$ cat config.mk
export PLATFORM = sky130hd
export DESIGN_NAME = rx_unit
export DESIGN_NICKNAME = d
export VERILOG_FILES = /design/src/rtl/rx_unit_pkg.sv /design/src/rtl/rx_tag_fifo.sv /design/src/rtl/rx_unit.sv
export SDC_FILE = /design/constraint.sdc
export NUM_CORES = 1
export LEC_CHECK = 0
export CORE_MARGIN = 1
export CORE_UTILIZATION = 46
export CTS_CLUSTER_SIZE = 40
export DETAILED_ROUTE_END_ITERATION = 12
export HOLD_SLACK_MARGIN = 0.1
export PLACE_DENSITY = 0.74
export SLEW_MARGIN = 5
export SYNTH_ARGS = -nofsm -noshare
export SYNTH_HDL_FRONTEND = slang
export SYNTH_SLANG_ARGS = --single-unit
$ cat constraint.sdc
create_clock -name clk -period 2.5 [get_ports clk]
set_input_delay 0.625 -clock clk [delete_from_list [all_inputs] [get_ports clk]]
set_output_delay 0.625 -clock clk [all_outputs]
set_load 0.02 [all_outputs]
$ cat src/rtl/rx_unit_pkg.sv
// rx_unit_pkg: shared state encoding and SBS symbol values for the receive front end.
// Rev 1.0
`default_nettype none

package rx_unit_pkg;

  typedef enum logic [1:0] {
    RX_STATE_IDLE = 2'd0,
    RX_STATE_SBS  = 2'd1,
    RX_STATE_DATA = 2'd2
  } rx_state_e;

  // Value of rx_pins[0] in the SBS cycle: payload follows, or bare acknowledge.
  localparam logic RX_SBS_DATA = 1'b0;
  localparam logic RX_SBS_ACK  = 1'b1;

endpackage

`default_nettype wire

$ cat src/rtl/rx_tag_fifo.sv
// rx_tag_fifo: 1-bit tag FIFO recording whether each outstanding request was a prefetch.
// Rev 1.0
`default_nettype none

module rx_tag_fifo #(
  parameter int DEPTH = 2
) (
  input  logic clk,
  input  logic reset_n,
  input  logic push,
  input  logic din,
  input  logic pop,
  output logic head,
  output logic empty,
  output logic full,
  output logic overflow
);

  localparam int PTR_W = (DEPTH > 1) ? $clog2(DEPTH) : 1;
  localparam int CNT_W = $clog2(DEPTH + 1);
  localparam logic [PTR_W-1:0] PTR_LAST = PTR_W'(DEPTH - 1);

  logic [DEPTH-1:0] mem;
  logic [PTR_W-1:0] rd_ptr;
  logic [PTR_W-1:0] wr_ptr;
  logic [CNT_W-1:0] count;
  logic             do_push;
  logic             do_pop;

  // A push into a full FIFO is accepted only when the head leaves in the same cycle.
  assign do_push  = push && (!full || pop);
  assign do_pop   = pop && !empty;
  assign empty    = (count == '0);
  assign full     = (count == CNT_W'(DEPTH));
  assign overflow = push && full && !pop;
  assign head     = mem[rd_ptr];

  always_ff @(posedge clk or negedge reset_n) begin
    if (!reset_n) begin
      mem    <= '0;
      rd_ptr <= '0;
      wr_ptr <= '0;
      count  <= '0;
    end else begin
      if (do_push) begin
        mem[wr_ptr] <= din;
        wr_ptr      <= (wr_ptr == PTR_LAST) ? '0 : wr_ptr + 1'b1;
      end
      if (do_pop) begin
        rd_ptr <= (rd_ptr == PTR_LAST) ? '0 : rd_ptr + 1'b1;
      end
      if (do_push && !do_pop) begin
        count <= count + 1'b1;
      end else if (do_pop && !do_push) begin
        count <= count - 1'b1;
      end
    end
  end

endmodule

`default_nettype wire

$ cat src/rtl/rx_unit.sv
// rx_unit: frames serial read responses and steers payload to prefetcher or load path.
// Rev 1.0
`default_nettype none

module rx_unit
  import rx_unit_pkg::*;
#(
  parameter int IO_BITS         = 2,
  parameter int PAYLOAD_CYCLES  = 8,
  parameter int MAX_OUTSTANDING = 2
) (
  input  logic                                clk,
  input  logic                                reset_n,
  input  logic [IO_BITS-1:0]                  rx_pins,
  input  logic                                tx_done,
  input  logic                                tx_is_prefetch,
  output logic                                rx_started,
  output logic                                rx_active,
  output logic [IO_BITS-1:0]                  rx_sbs,
  output logic                                rx_sbs_valid,
  output logic [$clog2(PAYLOAD_CYCLES):0]     rx_counter,
  output logic                                rx_data_valid,
  output logic                                rx_done,
  output logic                                rx_ld_data_valid,
  output logic                                rx_ld_done,
  output logic                                rx_error
);

  localparam int CNT_W = $clog2(PAYLOAD_CYCLES) + 1;
  localparam logic [CNT_W-1:0] CNT_LAST = CNT_W'(PAYLOAD_CYCLES - 1);

  rx_state_e        state;
  rx_state_e        state_next;
  logic [CNT_W-1:0] counter;
  logic [CNT_W-1:0] counter_next;
  logic             error;
  logic             pop;
  logic             start_err;
  logic             data_beat;
  logic             last_beat;
  logic             fifo_head;
  logic             fifo_empty;
  logic             fifo_full;
  logic             fifo_overflow;

  rx_tag_fifo #(
    .DEPTH (MAX_OUTSTANDING)
  ) u_fifo (
    .clk      (clk),
    .reset_n  (reset_n),
    .push     (tx_done),
    .din      (tx_is_prefetch),
    .pop      (pop),
    .head     (fifo_head),
    .empty    (fifo_empty),
    .full     (fifo_full),
    .overflow (fifo_overflow)
  );

  always_ff @(posedge clk or negedge reset_n) begin
    if (!reset_n) begin
      state   <= RX_STATE_IDLE;
      counter <= '0;
      error   <= 1'b0;
    end else begin
      state   <= state_next;
      counter <= counter_next;
      error   <= error | start_err | fifo_overflow;
    end
  end

  always_comb begin
    state_next   = state;
    counter_next = counter;
    pop          = 1'b0;
    start_err    = 1'b0;
    rx_started   = 1'b0;
    data_beat    = 1'b0;
    last_beat    = 1'b0;
    unique case (state)
      RX_STATE_IDLE: begin
        // A start bit with nothing outstanding cannot be attributed to any request.
        if (rx_pins[0]) begin
          if (!fifo_empty) begin
            rx_started = 1'b1;
            state_next = RX_STATE_SBS;
          end else begin
            start_err = 1'b1;
          end
        end
      end
      RX_STATE_SBS: begin
        counter_next = '0;
        if (rx_pins[0] == RX_SBS_DATA) begin
          state_next = RX_STATE_DATA;
        end else begin
          pop        = 1'b1;
          state_next = RX_STATE_IDLE;
        end
      end
      RX_STATE_DATA: begin
        data_beat = 1'b1;
        if (counter == CNT_LAST) begin
          last_beat    = 1'b1;
          pop          = 1'b1;
          counter_next = '0;
          state_next   = RX_STATE_IDLE;
        end else begin
          counter_next = counter + 1'b1;
        end
      end
      default: begin
        state_next   = RX_STATE_IDLE;
        counter_next = '0;
      end
    endcase
  end

  assign rx_active        = (state != RX_STATE_IDLE);
  assign rx_sbs_valid     = (state == RX_STATE_SBS);
  assign rx_sbs           = rx_sbs_valid ? rx_pins : '0;
  assign rx_counter       = counter;
  assign rx_data_valid    = data_beat && fifo_head;
  assign rx_ld_data_valid = data_beat && !fifo_head;
  assign rx_done          = last_beat && fifo_head;
  assign rx_ld_done       = last_beat && !fifo_head;
  assign rx_error         = error;

endmodule

`default_nettype wire

**Yosys cells after proc, flatten, opt, wreduce, memory -nomap -nowiden**

Cells that the tools add are included.
Widths: inputs -> output; s select.

- Bits in registers: 13
- Bits in latches: 0
- Bits in writable memories: 0
- Bits in read-only memories: 0
- Input port bits: 6
- Memories kept: 0

- Add/subtract/negate cells: 5
- Multiply operators: 0
- Divide/modulo/power cells: 0
- $lt $le $gt $ge: 3
- Eq/ne operators: 7
- Shift operators: 0
- Muxes and demuxes: 28
- Bitwise logic cells: 2
- Reductions and logical operators: 23

Operators with widths:

| operator | count |
|---|---|
| $mux 1 | 15 |
| $mux 2 | 7 |
| $logic_and 1x1->1 | 11 |
| $pmux 4 s2 | 1 |
| $logic_not 1->1 | 6 |
| $ne 2x2->1 const B | 3 |
| $pmux 2 s3 | 1 |
| $add 4x1->4 const B | 1 |
| $eq 2x2->1 const B | 2 |
| $eq 4x3->1 const B | 1 |
| $logic_not 2->1 | 2 |
| $lt 1x2->1 const B | 2 |
| $mux 4 | 1 |
| $reduce_bool 2->1 | 2 |
| $reduce_and 3->1 | 1 |
| $add 1x1->1 const B | 2 |
| $add 2x1->2 const B | 1 |
| $bwmux 2 | 1 |
| $eq 2x1->1 const B | 1 |
| $or 1x1->1 | 2 |
| $pmux 1 s2 | 1 |
| $sub 2x1->2 const B | 1 |
| $demux 1 s1 | 1 |
| $ge 1x1->1 const B | 1 |
| $logic_or 1x1->1 | 1 |

**Longest topological paths before layout**

- Depth in word-level cells: 9
- Depth in mapped cells: 10
- Mapped depth without buffers: 10

**Hierarchy**

A second synthesis with hierarchy kept.

- Cell total of the unflattened synthesis: 79
- Area, all modules: 783.3 µm²

Modules (own cells, without submodules):

| module | times used | cells an instance | area each (µm²) | sequential area each (µm²) |
|---|---|---|---|---|
| rx_unit | 1 | 54 | 483.0 | 175.2 |
| rx_tag_fifo | 1 | 25 | 300.3 | 150.1 |

**Least setup slack after synthesis**

No wires, ideal clock.

- Path kind: register to register
- Start: register state[1]
- End: register u_fifo.count[1]
- Library setup time: 0.079 ns
- Arrival time: 1.973 ns
- Required time: 2.421 ns
- Setup slack: 0.448 ns
- Cell stages (with the launch flop): 11
- Path buffers: 0
- Clock period less this slack: 2.052 ns
- Cells stage by stage: dfrtp_1 inv_1 ha_1 nand2_1 inv_1 o21ai_0 nand2b_1 ha_1 xor2_1 nor2_1 xor2_1

- Word-level cells in the longest chain between the ends: 7

Ends and longest elaborated chain:

| item | RTL line | source |
|---|---|---|
| start, declared | rx_unit.sv:32 | `rx_state_e state;` |
| start signal, assigned | rx_unit.sv:66 | `state <= state_next;` |
| $eq 2x1->1 (*) | -- |  |
| named net rx_sbs_valid | rx_unit.sv:20 | `output logic rx_sbs_valid,` |
| $pmux 1 s2 (*) | rx_unit.sv:80 | `unique case (state)` |
| $logic_or 1x1->1 | rx_tag_fifo.sv:31 | `assign do_push = push && (!full \|\| pop);` |
| $logic_and 1x1->1 | rx_tag_fifo.sv:31 |  |
| $logic_not 1->1 | rx_tag_fifo.sv:54 | `end else if (do_pop && !do_push) begin` |
| $logic_and 1x1->1 | rx_tag_fifo.sv:54 |  |
| $reduce_bool 2->1 (no source line) | -- |  |
| end signal, assigned | rx_tag_fifo.sv:53 | `count <= count + 1'b1;` |
| end signal, assigned | rx_tag_fifo.sv:55 | `count <= count - 1'b1;` |
| end, declared | rx_tag_fifo.sv:26 | `logic [CNT_W-1:0] count;` |

Mark *: on every way through the listed nets, which the timed path passes. The rest lies on a longest branch.
A chain may end at the register's enable or synchronous reset.

**Final worst setup path**

- Start: input rx_pins[1]
- End: output rx_sbs[1]

- Word-level cells in the longest chain between the ends: 1

Ends and longest elaborated chain:

| item | RTL line | source |
|---|---|---|
| start, declared | rx_unit.sv:14 | `input logic [IO_BITS-1:0] rx_pins,` |
| $mux 2 | rx_unit.sv:121 | `assign rx_sbs = rx_sbs_valid ? rx_pins : '0;` |
| end, declared | rx_unit.sv:19 | `output logic [IO_BITS-1:0] rx_sbs,` |

No other way between the ends.

==> reports/metrics.cfg <==
[setup_path]
cp_max_fo = 1
end_kind = output port
required_ns = 1.88
cp-start-kind = input pin
arrival_ns = 1.78
path_class = input pin to output port

[outcome]
status = completed

[synth]
synth_cells = 74
async_reset_ff_frac = 1.000
ys.flop_type = dfrtp_1
syn_area_per_cell_um2 = 10.30
syn_nets = 85
synth_edf_count = 0
yosys.area.top_type = dfrtp_1
synth_warnings = 0
synth_area_leaders = dfrtp_1 43%, ha_1 8.2%, inv_1 3.9%, a311oi_4 3.4%, xor2_1 3.4%
ys_ff_latch = 13
synth.distinct_cells = 30
yosys.area.top_type_share = 0.4269
ys_seq_area_frac = 0.4269
syn_area_um2 = 762.0

[timing]
hold_slack_ns = 0.4844
rsz0062_at_grt = false
finalMaxSlewViolations = 0
finalWorstSetupSlack_ns = 0.09834
fmax_mhz = 416.4
maxSlewHeadroom = 0.5973
finalWorstPathRequiredPeriod_ns = 2.402
fin_crit_sh = 0.9607
hold_viol = 0
tightest_slew_ns = 0.6022
setup_viol = 0
final.setup_skew_ns = 0.006619

[power_and_ir_drop]
design_power_total_mw = 1.110
netSwitchingPower_mw = 0.4693
vdd_drop_max_mv = 0.5438
powerDensity_mw_per_mm2 = 1074
p_int_mw = 0.6408
leakage_nw = 0.5224
pwr-share-comb = 0.563
p_sw_frac = 0.4228
seq_power_share = 0.321
clockPowerShare = 0.116

[placed_design]
place_hpwl_um = 1261
place_inst = 114
portBuffers = 19
gp_congestion = 0.7576
dp_slack_ns = -0.09413

[global_routing]
grt.overflow.total = 0
grt_pass1_vias = 634
track_usage = 0.1986
grt_max_degree = 14
grt_pass1_wl_um = 2697
antenna_found_initial = 0

[detailed_routing]
drt_first_pass_iters = 4
wl_per_cell_um = 13.73
drt_iter0_markers = 20
routed_wl_um = 1620
vias = 633
drc = 0
ant_nets = 0
vias_per_cell = 5.364

[cts]
root_buffer = clkbuf_4
holdBufCountCts = 0
cts.clk_slew.worst_paths_ns = 0.08
tritoncts = built
clk_latency_ns = 0.27
cts-htree-levels = 1
cts_sinks = 13
cts_buffer_depth = 2
post_cts_buffers = 0
cts_made_buffers = 3

[cells_and_area]
final_net_count = 114
utilization = 0.6782
final_common_cell = clkdlybuf4s50_1
drive_gt1_frac = 0.1373
layout.cells.non_filler = 118
final_cell_mix = 14 x clkdlybuf4s50_1, 13 x dfrtp_1, 8 x inv_1
antenna_cells = 0
area_delta_synth_final_pct = 35.63

[die]
core_area_mm2 = 0.001524
row_count = 14
design.die.area_mm2 = 0.001823
die_w_um = 42.70
initial_core_util = 0.5000
dieHeight_um = 42.70
ios = 20

[run]
cap_violations = 0

[hold_path]
hold_path.class = flop to flop

[sequential cells by signal, indices dropped and copies added, names as in the netlist]
signal,count
u_fifo.mem,2
rx_counter,4
u_fifo.count,2
state,2
u_fifo.rd_ptr,1
u_fifo.wr_ptr,1
rx_error,1
[Yosys cell counts (2+ instances only)]
cell       n
a31oi_1    2
and2_1     3
dfrtp_1   13
ha_1       5
inv_1      8
nand2_1    5
nor2_1     6
nor3_1     2
o211ai_1   2
o21ai_0    5
xnor2_1    2
xor2_1     3
[what timing repair did]
action / in CTS / in global routing
gates cloned: 0 / 0
setup endpoints to repair: 4 / 1
resized for setup: 4 / 1
[metrics by stage]
stage | area, um2 | TNS, ns
floorplan | 762.0 | 0
global placement | 1010 | -0.1025
detailed placement | 1010 | -0.1652
CTS | 1031 | 0
global route | 1033 | 0
finish | 1033 | 0
[metal layers]
metal,up-vias,part of all wire,wire (um),global-route usage
met5,-,0,0,0
met4,0,0.0062,10,0.09375
met3,2,0.033,53,0.02553
met2,12,0.48,782,0.3212
met1,302,0.48,773,0.2617
li1,317,-,-,-
[final timing paths]
check,slack (ns),to,cells after the start,from
min in group asynchronous,0.73,u_fifo.count[1]$_DFFE_PN0P_,1,reset_n
worst min-delay path,0.48,rx_error$_DFF_PN0_,2,rx_error$_DFF_PN0_
worst min register to register,0.48,rx_error$_DFF_PN0_,2,rx_error$_DFF_PN0_
worst max-delay path,0.1,rx_sbs[1],3,rx_pins[1]
worst max register to register,0.48,u_fifo.count[1]$_DFFE_PN0P_,7,rx_counter[0]$_DFFE_PN0N_
max in group asynchronous,1.38,rx_counter[2]$_DFFE_PN0N_,1,reset_n
[cell type report]
| class | count | area [um2] |
|---|---|---|
| fill | 131 | 490.5 |
| multi-input combinational | 53 | 406.6 |
| sequential | 13 | 325.3 |
| inverter | 8 | 30.03 |
| clock buffer | 4 | 26.28 |
| tap | 16 | 20.02 |
| timing repair buffer | 24 | 225.2 |
[cells by family after synthesis]
kind of cell / Yosys count / synth area share
fa+ha+maj: 5 / 0.08210
buf+inv: 8 / 0.03941
simple gates: 26 / 0.2020
compound gates: 14 / 0.1445
flops: 13 / 0.4269
mux: 3 / 0.04761
xor+xnor: 5 / 0.05748
[worst max-delay path, cell delays in order]
cell and delay (ns):
clkdlybuf4s50_1 0.44, and2_1 0.11, clkdlybuf4s50_1 0.60
[power groups by stage]
stage | Clock (mW) | Combinational (mW) | Sequential (mW)
6_report | 0.129 | 0.625 | 0.356
5_1_grt | 0.141 | 0.685 | 0.368
4_1_cts | 0.136 | 0.632 | 0.358
3_5_place_dp | 0 | 0.633 | 0.361
3_3_place_gp | 0 | 0.623 | 0.359
2_1_floorplan | 0 | 0.412 | 0.357
No activity file was read; power rests on OpenSTA's default activity.
